$ cat src/rtl/issue_ctrl.sv
// Issue/hazard controller sitting between decode and EX.
// Tracks in-flight register writes in a per-register scoreboard and serialises
// control-flow and memory instructions with a small FSM.
module issue_ctrl #(
    parameter int unsigned REG_NUM = 32,
    parameter int unsigned ADDR_W  = 5,
    parameter int unsigned CNT_W   = 2
) (
    input  logic              clk,
    input  logic              rst,
    input  logic              rdy_in,
    input  logic              id_valid,
    input  logic [ADDR_W-1:0] id_rs1,
    input  logic [ADDR_W-1:0] id_rs2,
    input  logic              id_use_rs1,
    input  logic              id_use_rs2,
    input  logic [ADDR_W-1:0] id_rd,
    input  logic [1:0]        id_mem_stage_state,
    input  logic [1:0]        id_wb_stage_state,
    input  logic              id_special_pc_flag,
    input  logic              ex_br_resolved,
    input  logic              ex_br_taken,
    input  logic              mem_done,
    input  logic              wb_valid,
    input  logic [ADDR_W-1:0] wb_rd,
    output logic              issue_o,
    output logic              stall_o,
    output logic              flush_o,
    output logic [1:0]        state_o,
    output logic              sb_err_o
);

    localparam logic [1:0]       MemNone = 2'b00;
    localparam logic [1:0]       WbNone  = 2'b00;
    localparam logic [CNT_W-1:0] CntMax  = {CNT_W{1'b1}};

    typedef enum logic [1:0] {
        StRun     = 2'b00,
        StBrWait  = 2'b01,
        StMemWait = 2'b10,
        StFlush   = 2'b11
    } state_e;

    state_e           state_q;
    logic [CNT_W-1:0] cnt_q [REG_NUM];
    logic [CNT_W-1:0] cnt_d [REG_NUM];
    logic             sb_err_q, sb_err_d;
    logic             writes_rd;
    logic             hazard;
    logic             inc, dec;
    logic             inc_hit, dec_hit;

    assign writes_rd = (id_wb_stage_state != WbNone) && (id_rd != '0);

    // RAW hazard on any live source, or WAW when the destination counter is saturated
    always_comb begin
        hazard = 1'b0;
        if (id_use_rs1 && (id_rs1 != '0) && (cnt_q[id_rs1] != '0)) hazard = 1'b1;
        if (id_use_rs2 && (id_rs2 != '0) && (cnt_q[id_rs2] != '0)) hazard = 1'b1;
        if (writes_rd && (cnt_q[id_rd] == CntMax)) hazard = 1'b1;
    end

    // Issue/stall decisions are combinational; forced low while reset is held
    always_comb begin
        issue_o = !rst && rdy_in && id_valid && (state_q == StRun) && !hazard;
        stall_o = !rst && rdy_in && id_valid && !issue_o && (state_q != StFlush);
    end

    assign flush_o  = (state_q == StFlush);
    assign state_o  = state_q;
    assign sb_err_o = sb_err_q;

    assign inc = issue_o && writes_rd;
    assign dec = wb_valid && (wb_rd != '0);

    // Scoreboard next state: simultaneous inc/dec on one register cancel out
    always_comb begin
        sb_err_d = sb_err_q;
        inc_hit  = 1'b0;
        dec_hit  = 1'b0;
        for (int unsigned i = 0; i < REG_NUM; i++) begin
            cnt_d[i] = cnt_q[i];
            inc_hit  = inc && (id_rd == ADDR_W'(i));
            dec_hit  = dec && (wb_rd == ADDR_W'(i));
            if (inc_hit && !dec_hit) begin
                cnt_d[i] = cnt_q[i] + CNT_W'(1);
            end else if (dec_hit && !inc_hit) begin
                if (cnt_q[i] == '0) begin
                    sb_err_d = 1'b1;  // retire without a matching issue
                end else begin
                    cnt_d[i] = cnt_q[i] - CNT_W'(1);
                end
            end
        end
    end

    // FSM, scoreboard and sticky error; rdy_in low freezes everything
    always_ff @(posedge clk or posedge rst) begin
        if (rst) begin
            state_q  <= StRun;
            cnt_q    <= '{default: '0};
            sb_err_q <= 1'b0;
        end else if (rdy_in) begin
            cnt_q    <= cnt_d;
            sb_err_q <= sb_err_d;
            unique case (state_q)
                StRun: begin
                    if (issue_o && id_special_pc_flag) begin
                        state_q <= StBrWait;
                    end else if (issue_o && (id_mem_stage_state != MemNone)) begin
                        state_q <= StMemWait;
                    end
                end
                StBrWait: begin
                    if (ex_br_resolved) begin
                        state_q <= ex_br_taken ? StFlush : StRun;
                    end
                end
                StMemWait: begin
                    if (mem_done) state_q <= StRun;
                end
                StFlush: state_q <= StRun;
            endcase
        end
    end

endmodule

$ cat config.mk
export PLATFORM = sky130hd
export DESIGN_NAME = issue_ctrl
export DESIGN_NICKNAME = d
export VERILOG_FILES = /design/src/rtl/issue_ctrl.sv
export SDC_FILE = /design/constraint.sdc
export NUM_CORES = 1
export LEC_CHECK = 0
export ABC_AREA = 1
export CAP_MARGIN = 0
export CORE_ASPECT_RATIO = 0.75
export CORE_MARGIN = 8
export CORE_UTILIZATION = 60
export DETAILED_ROUTE_END_ITERATION = 10
export GPL_ROUTABILITY_DRIVEN = 0
export GPL_TIMING_DRIVEN = 0
export PLACE_DENSITY = 0.87
export REMOVE_ABC_BUFFERS = 1
export SYNTH_ARGS = -nofsm -noshare
export SYNTH_HDL_FRONTEND = slang
export SYNTH_SLANG_ARGS = --single-unit
$ cat constraint.sdc
create_clock -name clk -period 9.3 [get_ports clk]
set_input_delay 1.86 -clock clk [delete_from_list [all_inputs] [get_ports clk]]
set_output_delay 1.86 -clock clk [all_outputs]
set_load 0.005 [all_outputs]
# Yosys cells after proc, flatten, opt, wreduce, memory -nomap -nowiden
# Index checks and enable logic that the tools add are counted.
# totals
reg_bits,67
latch_bits,0
mem_bits_rw,0
romBits,0
inputBits,35
output_inout_bits,6
memories,0
# op_classes
n_addsub,64
mul,0
div_mod_pow,0
n_lt_le_gt_ge,3
n_eq_ne,102
shift,0
muxes,210
bitwise,3
reduce_logical,319
# op_table
op,count
$mux W2,107
$eq A5 B5 Y1 const B,32
$logic_and A1 B1 Y1,144
$mux W1,99
$reduce_and A3 Y1,32
$eq A5 B4 Y1 const B,16
$reduce_bool A2 Y1,36
$ne A2 B2 Y1 const B,35
$logic_not A1 Y1,67
$logic_not A2 Y1,33
$add A2 B1 Y2 const B,32
$sub A2 B1 Y2 const B,32
$eq A5 B3 Y1 const B,8
$bmux W2 S5,3
$eq A5 B2 Y1 const B,4
$reduce_bool A5 Y1,4
$ge A6 B6 Y1 const B,3
$not A5 Y6,3
$eq A5 B1 Y1 const B,2
$logic_not A5 Y1,2
$pmux W2 S4,1
$eq A2 B2 Y1 const B,3
$reduce_and A4 Y1,1
$ne A3 B1 Y1 const B,1
$eq A2 B1 Y1 const B,1

# Logic depth before layout (Yosys ltp)
# Gate-level depths: netlist of run 1.
# depth
word_depth,110
mapped_depth,31
mapped_depth_nobuf,29

# Worst setup path after synthesis of run 1
# Ideal clock, no wire load.
# synth_timing
path_kind,in2out
from,input rst
to,output stall_o
t_arrival_ps,4163
t_required_ps,7440
path_slack_ps,3277
stages,7
cell_sequence,inv_1 nand3_1 nor3_1 inv_1 a21oi_2 and3_4 nor3_1
# synth_between
elab_chain_cells,8
# synth_lines
item,line_no,text
"start, declared",10,"input logic rst,"
$logic_not A1 Y1 (no line),--,
$logic_and A1 B1 Y1 (4 in series),65,issue_o = !rst && rdy_in && id_valid && (state_q == StRun) && !hazard;
via issue_o,26,"output logic issue_o,"
$logic_not A1 Y1,66,stall_o = !rst && rdy_in && id_valid && !issue_o && (state_q != StFlush);
$logic_and A1 B1 Y1 (2 in series),66,
"end, declared",27,"output logic stall_o,"
# The timed path passes the listed nets, and every way through them passes these cells.

# Worst setup path after layout of run 1
# layout_timing
from,input id_rd[1]
to,output issue_o
# layout_between
elab_chain_cells,9
word_cells_on_any_way,11
cone_classes,eq/ne (1); mux (4); bitwise (1); reduce/logical (5)
# layout_lines
item,line_no,text
"start, declared",17,"input logic [ADDR_W-1:0] id_rd,"
$not A5 Y6 (implied by the code),60,if (writes_rd && (cnt_q[id_rd] == CntMax)) hazard = 1'b1;
$bmux W2 S5,60,
$mux W2 (implied by the code) (2 in series),60,
$eq A2 B2 Y1,60,
$logic_and A1 B1 Y1 *,60,
$mux W1 *,60,
$logic_not A1 Y1 *,65,
$logic_and A1 B1 Y1 *,65,
"end, declared",26,
# Mark *: on every way between the ends. The rest lies on a longest branch, timed or not. The select of a mux whose other input is x is not followed.

==> results of run 1 <==
[registers in the layout, summed over array words and instances (netlist names)]
register,count
state_o,2
cnt_q,64
sb_err_o,1
[kinds of logic after synthesis]
| group | synth area share [%] |
|---|---|
| AND/OR/NAND/NOR | 32.7 |
| buffers and inverters | 11.5 |
| XOR/XNOR | 11.8 |
| AO/OA/AOI/OAI | 6.62 |
| flip-flops | 25.2 |
| adder cells (fa/ha/maj) | 12.0 |
| other | 0.113 |
[critical path: cells and delay by family]
family | cells | cell delay [ns]
compound gates | 1 | 0.16
buf+inv | 4 | 2.46
simple gates | 8 | 0.92
[area by class of cell]
| class | count | area [um2] | share of cell area, % |
|---|---|---|---|
| clock inverter | 4 | 20.0 | 0.273 |
| clock buffer | 10 | 229 | 3.12 |
| tap | 140 | 175 | 2.39 |
| inverter | 163 | 617 | 8.41 |
| sequential | 67 | 1680 | 22.9 |
| multi-input combinational | 746 | 4220 | 57.5 |
| timing repair buffer | 40 | 395 | 5.39 |
[metal layers]
| metal | vias up | global-route usage, % | part of all wire, % |
|---|---|---|---|
| met5 | - | 0 | 0 |
| met2 | 353 | 39.1 | 42 |
| met3 | 57 | 6.45 | 10 |
| met4 | 0 | 10.7 | 3.5 |
| li1 | 3127 | - | - |
| met1 | 2906 | 35.4 | 44 |
[power breakdown]
part | internal (mW) | switching (mW)
clock | 0.175 | 0.123
combinational | 0.0933 | 0.154
sequential | 0.332 | 0.0511
total | 0.600 | 0.328
[final timing paths]
path | endpoint | depth (start not counted) | slack (ns) | from
worst max register to register | sb_err_o$_DFFE_PP0P_ | 21 | 5.47 | cnt_q[4]$_DFFE_PP0P_
max in group asynchronous | cnt_q[48]$_DFFE_PP0P_ | 2 | 6.70 | rst
worst min-delay path | cnt_q[13]$_DFFE_PP0P_ | 1 | 0.49 | cnt_q[13]$_DFFE_PP0P_
worst max-delay path | issue_o | 13 | 2.04 | id_rd[1]
min in group asynchronous | cnt_q[22]$_DFFE_PP0P_ | 2 | 2.05 | rst
worst min register to register | cnt_q[13]$_DFFE_PP0P_ | 1 | 0.49 | cnt_q[13]$_DFFE_PP0P_
[layout by cell type, fill, tap and decap left out, drive strengths merged]
cell type,count
a2111oi,1
a211oi,2
a21oi,11
a221oi,4
a22o,1
and3,1
buf,1
clkbuf,10
clkdlybuf4s50,39
clkinv,4
conb,4
dfrtp,67
ha,64
inv,163
nand2,286
nand3,44
nand4,8
nor2,131
nor3,38
nor3b,1
o211ai,17
o21ai,36
o22ai,1
or2,6
xnor2,46
xor2,44
==> results.ini, run 1 <==
[status]
status=finished, violations left
violations=DRC

[power_and_ir_drop]
p_leak_nw=3.79
power.density_mw_per_mm2=127
ir_drop_mv=0.108
power_uw=928

[synth]
synth_cell_types=36
synth_top_area_share_pct=25.2
synth_flop_cell=dfrtp_1
yosysTopAreaCell=dfrtp_1
avgSynthCellArea_um2=6.65
synth_edf_count=0
ys_seq_area_share_pct=25.2
synth_warnings=0
syn_area_mm2=0.00665
netlist_instances=1000
synth_commonest_cells=265 x nand2_1, 138 x inv_1, 128 x nor2_1
yosysMostFrequentCell=nand2_1
yosys-top-cells-area=dfrtp_1 25%, nand2_1 15%, ha_1 12%, inv_1 7.8%, nor2_1 7.2%
ys_ff_latch=67
async_reset_ff_share_pct=100

[setup_path]
worstPathCellList=clkdlybuf4s50_1 > inv_1 > nand2_1 > nand2_1 > nand2_1 > nand2_1 > inv_1 > nand2_1 > nand3_1 > nand2_1 > a21oi_2 > and3_4 > clkdlybuf4s50_1
crit_required_ns=7.44
critPathLaunchType=primary input
path_class=primary input to primary output
crit_arrival_ns=5.40
setup.worst_path.end_class=primary output
cp_common_cell=nand2_1
slowest_delay_ns=1.20
worst_path_max_delay_cell=clkdlybuf4s50_1
crit_fanout=20

[placed_design]
dp.final_hpwl_um=13800
port_buffers=40
place_area_mm2=0.00708
dp_cells=1156
dpl_worst_slack_ns=2.21

[clock_network]
h-tree-depth=3
cts_buffer_depth=2
path_clk_slew_ns=0.05
cts.sinks=67
clockRootBuffer=clkbuf_16
cts_resized=0
post-cts-setup-buffers=0
clk_latency_ns=0.35
cts_made_buffers=9
cts_tree=built
cts_hold_buf=0

[detailed_routing]
drt_iter0_drc=641
wire_per_inst_um=15.6
drc=1
avgViaCountPerCell=5.51
drt_first_pass_iters=11
vias=6443
ant_nets=0
drt_wl_total_um=18300

[timing]
finalHoldViolations=0
fin_ws_ns=2.04
worstMarginPinSlew_ns=1.17
max_freq_ghz=0.138
fin_crit_ns=7.26
drv_slew=0
fin_crit_sh_pct=78.1
fin_skew_ns=0.0108
fin_setup_tns_ns=0
setup_violations=0
rsz0062_at_grt=false
holdWs_ns=0.493
slew_headroom_pct=21.9

[floorplan]
die_x_um=138
ioPinCount=41
rows=33
die_area_mm2=0.0148
start_util_pct=61.3
die_h_um=107
coreArea_mm2=0.0109

[global_route]
grt_pass1_wl_um=30100
grt_pass1_vias=6025
antenna_found_initial=0
grt_max_degree=69
grt.overflow.total=0
grt_usage_pct=26.2

[cells_and_area]
fillers=953
fin_area_mm2=0.00733
area_growth_pct=10.2
num-nets-final=1126
drive_above_1_share_pct=6.99
utilization_pct=67.5
instances_no_fill=1170
antenna_cells=0

[flow_run]
max_cap_viol_count=0

[min_path]
hp-class=flop to flop

No activity file was read; power rests on OpenSTA's default activity.
==> inputs of run 2 (changes only) <==
clock period = 7 ns   (was 9.3 ns; I/O delays follow)
==> results of run 2 <==
Same layout as run 1 (identical final DEF). Status: finished, violations left: DRC.
Among the figures that moved: setup slack after placement 2.21 ns -> 0.634 ns; setup slack after layout 2.04 ns -> 0.658 ns; register-to-register setup slack 5.47 ns -> 3.17 ns; total power 0.928 mW -> 1.23 mW; worst IR drop on VDD 0.108 mV -> 0.143 mV
==> inputs of run 3 (changes only) <==
==> constraint.sdc (replaced) <==
create_clock -name clk -period 7 [get_ports clk]
set_input_delay 1.4 -clock clk [delete_from_list [all_inputs] [get_ports clk]]
set_output_delay 1.4 -clock clk [all_outputs]
set_load 0.02 [all_outputs]
==> results of run 3 <==
Same layout as run 1 (identical final DEF). Status: finished, violations left: DRC.
Among the figures that moved: setup slack after placement 2.21 ns -> 0.634 ns; setup slack after layout 2.04 ns -> 0.555 ns; register-to-register setup slack 5.47 ns -> 3.17 ns; total power 0.928 mW -> 1.24 mW; worst IR drop on VDD 0.108 mV -> 0.143 mV
